[src/rtl/axis_unpack_down.sv]
// axis_unpack_down: AXI-Stream width downsizer (IN_W -> OUT_W).
// One wide beat is held and replayed as RATIO narrow words, trimmed to the
// highest word carrying any kept byte, with tlast on the final emitted word.
// Optional macro AXIS_UNPACK_MSW_FIRST_EN: emit the most significant word
// first and trim from the MSW side instead.
module axis_unpack_down #(
  parameter int IN_W  = 128,
  parameter int OUT_W = 32
) (
  input  logic                 clk,
  input  logic                 rst_n,
  input  logic [IN_W-1:0]      s_tdata,
  input  logic [IN_W/8-1:0]    s_tkeep,
  input  logic                 s_tlast,
  input  logic                 s_tvalid,
  output logic                 s_tready,
  output logic [OUT_W-1:0]     m_tdata,
  output logic [OUT_W/8-1:0]   m_tkeep,
  output logic                 m_tlast,
  output logic                 m_tvalid,
  input  logic                 m_tready,
  output logic                 busy
);

  localparam int RATIO = IN_W / OUT_W;
  localparam int IKW   = IN_W / 8;
  localparam int OKW   = OUT_W / 8;
  // Keep at least one bit so RATIO=1 still has a legal (always zero) index.
  localparam int IDX_W = (RATIO > 1) ? $clog2(RATIO) : 1;

  localparam logic [0:0] ST_EMPTY = 1'b0;
  localparam logic [0:0] ST_FULL  = 1'b1;

  logic [0:0]        state_q, state_d;
  logic [IN_W-1:0]   data_q,  data_d;
  logic [IKW-1:0]    keep_q,  keep_d;
  logic              last_q,  last_d;
  logic [IDX_W-1:0]  idx_q,   idx_d;
  // Index of the final word to emit (N-1), computed once at acceptance.
  logic [IDX_W-1:0]  lidx_q,  lidx_d;

  logic [RATIO-1:0]  word_nz;
  logic [IDX_W-1:0]  in_lidx;
  logic [IDX_W-1:0]  sel;
  logic [OUT_W-1:0]  word_data [RATIO];
  logic [OKW-1:0]    word_keep [RATIO];
  logic              at_last;
  logic              accept;

  // Split the incoming keep and the stored beat into per-word lanes.
  for (genvar gi = 0; gi < RATIO; gi++) begin : g_lane
    assign word_nz[gi]   = |s_tkeep[gi*OKW +: OKW];
    assign word_data[gi] = data_q[gi*OUT_W +: OUT_W];
    assign word_keep[gi] = keep_q[gi*OKW +: OKW];
  end

  // Last emitted position for the incoming beat; all-zero keep yields 0 (one word).
  always_comb begin
    in_lidx = '0;
`ifdef AXIS_UNPACK_MSW_FIRST_EN
    for (int k = RATIO - 1; k >= 0; k--) begin
      if (word_nz[k]) in_lidx = IDX_W'(RATIO - 1 - k);
    end
`else
    for (int k = 0; k < RATIO; k++) begin
      if (word_nz[k]) in_lidx = IDX_W'(k);
    end
`endif
  end

  // Map emission position to physical lane.
`ifdef AXIS_UNPACK_MSW_FIRST_EN
  assign sel = IDX_W'(RATIO - 1) - idx_q;
`else
  assign sel = idx_q;
`endif

  assign at_last  = (idx_q == lidx_q);
  assign m_tvalid = (state_q == ST_FULL);
  assign busy     = m_tvalid;
  // Ready combinationally on the final word so the next beat loads without a bubble.
  assign s_tready = (state_q == ST_EMPTY) || (m_tready && at_last);
  assign accept   = s_tvalid && s_tready;

  assign m_tdata  = word_data[sel];
  assign m_tkeep  = word_keep[sel];
  assign m_tlast  = (state_q == ST_FULL) && last_q && at_last;

  // Next-state: load a new beat on acceptance, otherwise advance or empty on handshake.
  always_comb begin
    state_d = state_q;
    data_d  = data_q;
    keep_d  = keep_q;
    last_d  = last_q;
    idx_d   = idx_q;
    lidx_d  = lidx_q;
    if (accept) begin
      state_d = ST_FULL;
      data_d  = s_tdata;
      keep_d  = s_tkeep;
      last_d  = s_tlast;
      idx_d   = '0;
      lidx_d  = in_lidx;
    end else if ((state_q == ST_FULL) && m_tready) begin
      if (at_last) begin
        state_d = ST_EMPTY;
      end else begin
        idx_d = idx_q + IDX_W'(1);
      end
    end
  end

  // State registers; an asynchronous reset discards any partially emitted beat.
  always_ff @(posedge clk or negedge rst_n) begin
    if (!rst_n) begin
      state_q <= ST_EMPTY;
      data_q  <= '0;
      keep_q  <= '0;
      last_q  <= 1'b0;
      idx_q   <= '0;
      lidx_q  <= '0;
    end else begin
      state_q <= state_d;
      data_q  <= data_d;
      keep_q  <= keep_d;
      last_q  <= last_d;
      idx_q   <= idx_d;
      lidx_q  <= lidx_d;
    end
  end

endmodule

[config.mk]
export PLATFORM = sky130hd
export DESIGN_NAME = axis_unpack_down
export DESIGN_NICKNAME = d
export VERILOG_FILES = /design/src/rtl/axis_unpack_down.sv
export SDC_FILE = /design/constraint.sdc
export NUM_CORES = 1
export LEC_CHECK = 0
export ABC_AREA = 1
export CAP_MARGIN = 10
export CORE_MARGIN = 1
export CORE_UTILIZATION = 39
export CTS_CLUSTER_DIAMETER = 50
export CTS_CLUSTER_SIZE = 40
export DETAILED_ROUTE_END_ITERATION = 16
export GPL_TIMING_DRIVEN = 1
export PLACE_DENSITY = 0.78
export SYNTH_ARGS = -nofsm -noshare
export SYNTH_HDL_FRONTEND = slang
export SYNTH_SLANG_ARGS = --single-unit
export TNS_END_PERCENT = 10
[constraint.sdc]
create_clock -name clk -period 2.85 [get_ports clk]
set_clock_uncertainty 0.2 [all_clocks]
set_input_delay 0.57 -clock clk [delete_from_list [all_inputs] [get_ports clk]]
set_output_delay 0.57 -clock clk [all_outputs]
set_load 0.005 [all_outputs]
* After elaboration in Yosys (flattened, before gate mapping) *
Index checks and enable logic that the tools add are counted.

word-level totals
  register bits = 150
  output and inout bits = 40
  word-level logic and storage cells = 40

cells by class
  $add $sub $neg = 1
  $lt $le $gt $ge = 1
  eq/ne operators = 2
  muxes and demuxes = 15
  bitwise operators = 2
  reduce and logical (&&, ||, !) cells = 13

operators with widths
  kind                                                                      count
  32-bit binary-select mux with 2-bit select                                1
  32-bit 2-to-1 mux                                                         2
  4-bit OR reduction                                                        3
  2-bit 2-to-1 mux                                                          5
  4-bit binary-select mux with 2-bit select                                 1
  4-bit 2-to-1 mux                                                          2
  1-bit logical AND                                                         5
  1-bit 2-to-1 mux                                                          4
  2-bit AND reduction                                                       2
  2-bit nonzero test                                                        2
  3-bit greater-or-equal comparator (second input constant)                 1
  2-bit NOT with 3-bit output                                               1
  2-bit by 1-bit adder with 2-bit output (second input constant)            1
  2-bit == test                                                             1
  2-bit by 1-bit inequality test with 1-bit output (second input constant)  1
  1-bit logical OR                                                          1
  1-bit NOT                                                                 1

* Longest topological paths before layout *
Gate-level depths: netlist (run 1).

  depth in word-level cells = 6
  gate-level depth with buffers = 11
  mapped depth without buffers = 9

* Worst setup path before layout (run 1) *
No wires, ideal clock.

  path kind = reg-to-output
  from = register idx_q[0]
  to = output port m_tdata[10]
  arrival time = 1.200 ns
  setup slack = 0.880 ns
  stages on the path, launching flop included = 6
  buffers on the path = 2
  cell sequence = dfrtp_1 inv_1 clkbuf_1 clkbuf_1 nor2_1 o22ai_1

between the ends
  word-level cells in the longest chain between the ends = 4

ends and longest elaborated chain
  item                                                  line  source
  from (decl)                                           38    logic [IDX_W-1:0] idx_q, idx_d;
  from (signal assigned)                                127   idx_q <= idx_d;
  2-bit NOT with 3-bit output (not written as such)     85    assign m_tdata = word_data[sel];
  32-bit binary-select mux with 2-bit select            85
  32-bit 2-to-1 mux (not written as such) (2 in a row)  85
  to (decl)                                             17    output logic [OUT_W-1:0] m_tdata,

Every way passes these cells. The select of a mux whose other input is x is not followed.

* Worst setup path in the final report (run 1) *
Ends and elaborated chain as after synthesis.

==> flow_summary.toml, run 1 <==
[outcome]
outcome = "finished clean"

[clock_network]
htree_levels = 4
cts_buffers = 17
root_buffer = "clkbuf_16"
clk_path_buf_depth = 2
cts_tree = "built"
clock_sinks = 150
clkLatencyLatePin_ns = 0.42
clk_pin_slew_ns = 0.06

[timing]
max_freq_mhz = 351
final_max_slew_viol_count = 0
fin_crit_ns = 2.85
finalCritPeriodShare_pct = 99.8
slew_headroom_pct = 31.5
finalSetupViolations = 0
rsz0062_at_grt = "true"
hold_viol_final = 0
tightest_slew_ns = 1.03

[logic_synthesis]
yosys.area.top_type = "dfrtp_1"
synth_nets = 1012
syn_inst = 863
synth_warnings = 0
syn_area_per_cell_um2 = 7.80
ys_ff_latch = 150
synth_area_um2 = 6730
yosysSeqAreaShare_pct = 55.8
synth_area_leaders = "dfrtp_1 56%, nand2_1 25%, o21ai_0 6.0%"
synth_top_cell_area_share_pct = 55.8
yosysUniqueCellTypes = 19

[global_route]
met3_usage_pct = 4.64
grt_max_degree = 104
antenna_found_initial = 0
grt-ovfl-total = 0
use_met1_pct = 28.5
grt_util_met2_pct = 35.3
grt_first_pass_wirelength_um = 30300
grt-busiest-layer = "met2"
grtUsageTotal_pct = 21.7
first_global_vias = 6130

[power]
p_leak_uw = 0.00498
pwr_density_cell_nw_per_um2 = 1110
ir_drop_mv = 0.568
total_power_uw = 10800

[worst_setup_path]
required_ns = 2.08
startpoint = "idx_q[0]"
crit_fanout = 22
reg2reg_depth = 8
start_kind = "register"
r2r_slack_ns = 0.44
critical_path_class = "register to output pin"
r2r_end = "keep_q[5]"
crit_path_end_kind = "output pin"
r2r_start = "idx_q[0]"
cp.arrival_ns = 2.08

[layout]
final_nets = 1190
layout_commonest_cell = "nand2_1"
fin_area_um2 = 9750
layout-drive-gt1-share_pct = 6.64
diodes = 0
syn_to_final_growth_pct = 44.9
nFillCells = 1502
layout_common_cells = "442 x nand2_1, 168 x clkdlybuf4s50_1, 149 x dfrtp_1, 81 x o21ai_0, 74 x nor2_1"

[floorplan]
dieArea_um2 = 17800
ioPinCount = 189
core_um2 = 16700
start_util_pct = 40.3
row_count = 47
die_w_um = 133
dieHeight_um = 133

[min_path]
min_path_type = "register to register"
worstHoldStart = "data_q[58]"
holdPathStages = 2
worstHoldEndpoint = "data_q[58]"

[place]
dp_hpwl_um = 12200
io_buffers = 188
place.gp.congestion = 0.817
place_area_um2 = 8800

[detailed_routing]
ant_nets = 0
drt-initial-drc-count = 397
vias = 6296
wl_um = 19500
vias_per_cell = 4.94
drc = 0
post_drt_wl_per_cell_um = 15.3
firstDrtPassIters = 7

[job]
cap_violations = 0
[worst max path at each step]
stage | depth (start not counted) | endpoint | slack [ns]
2_1_floorplan | 5 | m_tdata[10] | 0.88
3_3_place_gp | 6 | s_tready | 0.14
3_5_place_dp | 6 | keep_q[8] | 0.08
4_1_cts | 8 | s_tready | -0.05
5_1_grt | 5 | m_tdata[10] | -0.06
6_report | 5 | m_tdata[10] | 0.005
[through the flow]
| stage | TNS [ns] | setup slack [ns] | cells | hold slack [ns] | util [%] |
|---|---|---|---|---|---|
| after CTS | -0.158 | -0.0453 | 1265 | 0.276 | 56.5 |
| after global placement | 0 | 0.137 | 1232 | 0.256 | 52.7 |
| final | 0 | 0.00451 | 1274 | 0.272 | 58.4 |
| after floorplan | 0 | 0.880 | 863 | 0.0744 | - |
| after global routing | -0.331 | -0.0563 | 1274 | 0.284 | 58.4 |
| after detailed placement | 0 | 0.0817 | 1232 | 0.260 | 52.7 |
[timing repair]
action,CTS,global route
setup buffers,0,4
pin swaps,0,4
gates cloned,0,5
endpoints found under the hold margin,66,0
gates resized for setup,5,43
endpoints found under the setup margin,23,36
hold buffers,1,0
[kinds of logic (layout without fill, tap and decap cells)]
logic type	count (synthesis)	in the layout	synth area share (%)
buf+inv	69	260	5.06
simple gates	525	525	29.6
flops	150	150	55.8
compound gates	119	119	9.52
[sequential cells by signal, summed over array words and instances, names as in the netlist]
signal  cells
data_q    128
keep_q     16
idx_q       2
lidx_q      2
busy        1
last_q      1
[layer usage]
layer | up-vias | wire (um)
li1 | 3072 | -
met1 | 2977 | 8550
met2 | 216 | 9440
met3 | 31 | 1150
met4 | 0 | 349
met5 | - | 0
[final cells by class]
type	count	area, um2	share of cell area (%)
Clock buffer	20	467	4.79
Multi-Input combinational cell	644	2660	27.3
Timing Repair Buffer	214	2370	24.4
Sequential cell	150	3750	38.5
Inverter	14	62.6	0.642
Tap cell	220	275	2.82
Clock inverter	12	150	1.54
[power by group]
group          leakage [uW]  switching [uW]  internal (uW)  total, uW
Combinational       0.00279            2510           2370       4890
Sequential          0.00189             522           3080       3600
Clock              0.000298             881           1440       2320
Total               0.00498            3920           6900      10800
[synth_stat cells]
cell	instances
dfrtp_1	150
inv_2	1
clkinv_2	1
nor3_1	1
nand3_1	2
buf_1	1
buf_6	7
a21oi_1	2
nand2_1	445
o21ai_0	81
clkbuf_1	27
nand2_2	1
nand3_4	1
o22ai_1	36
inv_1	12
nor4_1	1
buf_4	1
buf_2	19
nor2_1	74
[worst max-delay path, stage by stage, from the launching register on]
cell and delay (ns):
dfrtp_2 0.50, inv_8 0.14, clkbuf_16 0.21, nor2_1 0.06, o22ai_1 0.19, clkdlybuf4s50_1 0.54
Note: power is estimated with default switching activity, not from simulation.
==> inputs of run 2 (changes only) <==
Settings changed: ABC_AREA 1 to unset, MAX_ROUTING_LAYER set to met4, REMOVE_ABC_BUFFERS set to 1.
==> run 2 against run 1 <==
Critical path depth did not move. Register-to-register slack improved by 0.07 ns. Cell count fell by 35%. Worst hold slack improved by 0.012 ns. Design area fell by 0.31%. Sequential share of layout area rose by 0.13 points. Total power rose by 2.1%. Flip-flop and latch count did not move. Synthesized area rose by 4.8%. Sequential power rose by 6.7%. Highest routed layer unchanged. Clock-buffer cell count rose by 1. Worst setup slack improved by 0.089 ns.
==> flow_summary.toml, run 2 <==
[layout]
reg.largest.list = "data_q: 128 flops, keep_q: 16 flops"
nFillCells = 1344
syn_to_final_growth_pct = 37.8
diodes = 0
layout-drive-gt1-share_pct = 37.7
largest_register_ff_count = 128
final_nets = 735
seq_area_um2 = 3760
layout_commonest_cell = "clkdlybuf4s50_1"
largest-register = "data_q"
layout.cells.non_filler = 822
fin_area_um2 = 9720
layout_common_cells = "150 x clkdlybuf4s50_1, 148 x dfrtp_1, 90 x mux2_4, 46 x mux2_2, 36 x mux4_2"
multi_input_area_um2 = 2980

[timing]
slew_headroom_pct = 69.0
hold_viol_final = 0
final_max_slew_viol_count = 0
fin_crit_ns = 2.76
tightest_slew_ns = 0.461
rsz0062_at_grt = "true"
max_freq_mhz = 363
finalSetupViolations = 0
fin_setup_tns_ns = 0
finalCritPeriodShare_pct = 96.7
setup_slack_ns = 0.0934

[detailed_routing]
vias_per_cell = 4.90
post_drt_wl_per_cell_um = 18.5
ant_nets = 0
wl_um = 15200
firstDrtPassIters = 5
drc = 0
vias = 4025
drt-initial-drc-count = 138

[logic_synthesis]
yosysMostFrequentCell = "dfrtp_1"
syn_area_per_cell_um2 = 18.2
ys_ff_latch = 150
yosys.area.top_type = "dfrtp_1"
yosys-top-cells-count = "150 x dfrtp_1, 90 x mux2_4, 46 x mux2_2, 36 x mux4_2, 11 x buf_12"
yosysSeqAreaShare_pct = 53.2
synth_area_leaders = "dfrtp_1 53%, mux2_4 19%, mux4_2 11%"
async_flop_share_pct = 100
synth_edf_count = 0
synth_area_um2 = 7050
yosysUniqueCellTypes = 27
synth_top_cell_area_share_pct = 53.2
syn_inst = 388
synth_warnings = 0
synthFlopType = "dfrtp_1"

[worst_setup_path]
start_kind = "register"
required_ns = 2.08
crit_slowest_cell = "clkdlybuf4s50_1"
crit_path_end_kind = "output pin"
path_common_cell = "nand2_1"
crit_fanout = 5
max_stage_delay_ns = 0.51
cp_num_buf_inv = 1
crit_family = "buffers and inverters"
critical_path_class = "register to output pin"
crit_chain = "xor2_1 > nor2_2 > nand2_1 > nand2_1 > clkdlybuf4s50_1"
cp.arrival_ns = 1.99

[clock_network]
clkLatencyLatePin_ns = 0.41
clk_pin_slew_ns = 0.06
cts_tree = "built"
clock_sinks = 150
clk_path_buf_depth = 2
root_buffer = "clkbuf_16"
htree_levels = 4
cts_buffers = 17

[floorplan]
dieArea_um2 = 18600
die_w_um = 136
core_um2 = 17500
start_util_pct = 40.3
row_count = 48
dieHeight_um = 136
ioPinCount = 189

[place]
place.gp.congestion = 0.763
place_area_um2 = 9130
place_ws_ns = 0.123
io_buffers = 188
dp_hpwl_um = 10600
dp.cells = 790

[global_route]
grt_max_degree = 80
grtUsageTotal_pct = 18.0
use_met1_pct = 22.3
antenna_found_initial = 0
grt-ovfl-total = 0
first_global_vias = 4498
grt_util_met2_pct = 28.3
grt_first_pass_wirelength_um = 24200
grt-busiest-layer = "met2"
met3_usage_pct = 5.97

[power]
p_leak_uw = 0.00421
pwr_density_cell_nw_per_um2 = 1140
total_power_uw = 11000
ir_drop_mv = 0.662

[min_path]
min_path_type = "register to register"

[outcome]
outcome = "finished clean"

[job]
cap_violations = 0
## run 2: cell types whose count changed after synthesis, sizes merged, moves of 5 or more
| cell | delta |
|---|---|
| buf | -5 |
| clkbuf | -23 |
| inv | -11 |
| mux2 | +146 |
| mux4 | +36 |
| nand2 | -442 |
| nor2 | -71 |
| o21ai | -78 |
| o22ai | -36 |
## run 2: kinds of logic after synthesis
family                 count (synthesis)  share of synthesized area (%)
AO/OA/AOI/OAI                         10                           1.22
AND/OR/NAND/NOR                       15                           1.08
flip-flops                           150                           53.2
multiplexers                         182                           39.6
buffers and inverters                 29                           4.61
XOR/XNOR                               2                          0.248
## run 2: area by class of cell
cell class | count | share of cell area, %
Multi-Input combinational cell | 209 | 30.7
Tap cell | 225 | 2.90
Sequential cell | 150 | 38.7
Clock buffer | 21 | 4.84
Inverter | 2 | 0.0772
Clock inverter | 9 | 0.811
Timing Repair Buffer | 206 | 22.0
## run 2: layer usage
metal / part of all wire, % / wire length (um)
met4: 0.86 / 131
met2: 49 / 7510
met5: 0 / 0
met1: 43 / 6490
met3: 6.9 / 1050
## run 2: final timing paths
check | from | to | slack [ns] | depth (start not counted)
worst max-delay path | idx_q[0] | s_tready | 0.09 | 5
worst min-delay path | data_q[39] | data_q[39] | 0.28 | 1
worst max register to register | idx_q[0] | data_q[109] | 0.51 | 6
worst min register to register | data_q[39] | data_q[39] | 0.28 | 1
max in group asynchronous | rst_n | idx_q[1] | 1.53 | 3
min in group asynchronous | rst_n | data_q[15] | 0.31 | 2
## run 2: repair_timing
item | 4_1_cts | 5_1_grt
hold buffers | 1 | 0
resized for setup | 29 | 13
setup endpoints to repair | 36 | 9
cloned | 0 | 0
buffers inserted | 1 | 0
endpoints found under the hold margin | 80 | 0
## run 2: metrics by stage
| stage | hold WS, ns | util, % |
|---|---|---|
| global placement | 0.159 | 52.3 |
| global route | 0.285 | 55.6 |
| finish | 0.284 | 55.6 |
| floorplan | 0.0744 | - |
| CTS | 0.286 | 55.4 |
| detailed placement | 0.160 | 52.3 |
## run 2: power by group
part / switching [uW] / internal (uW)
Clock: 843 / 1250
Combinational: 1660 / 3440
Sequential: 597 / 3240
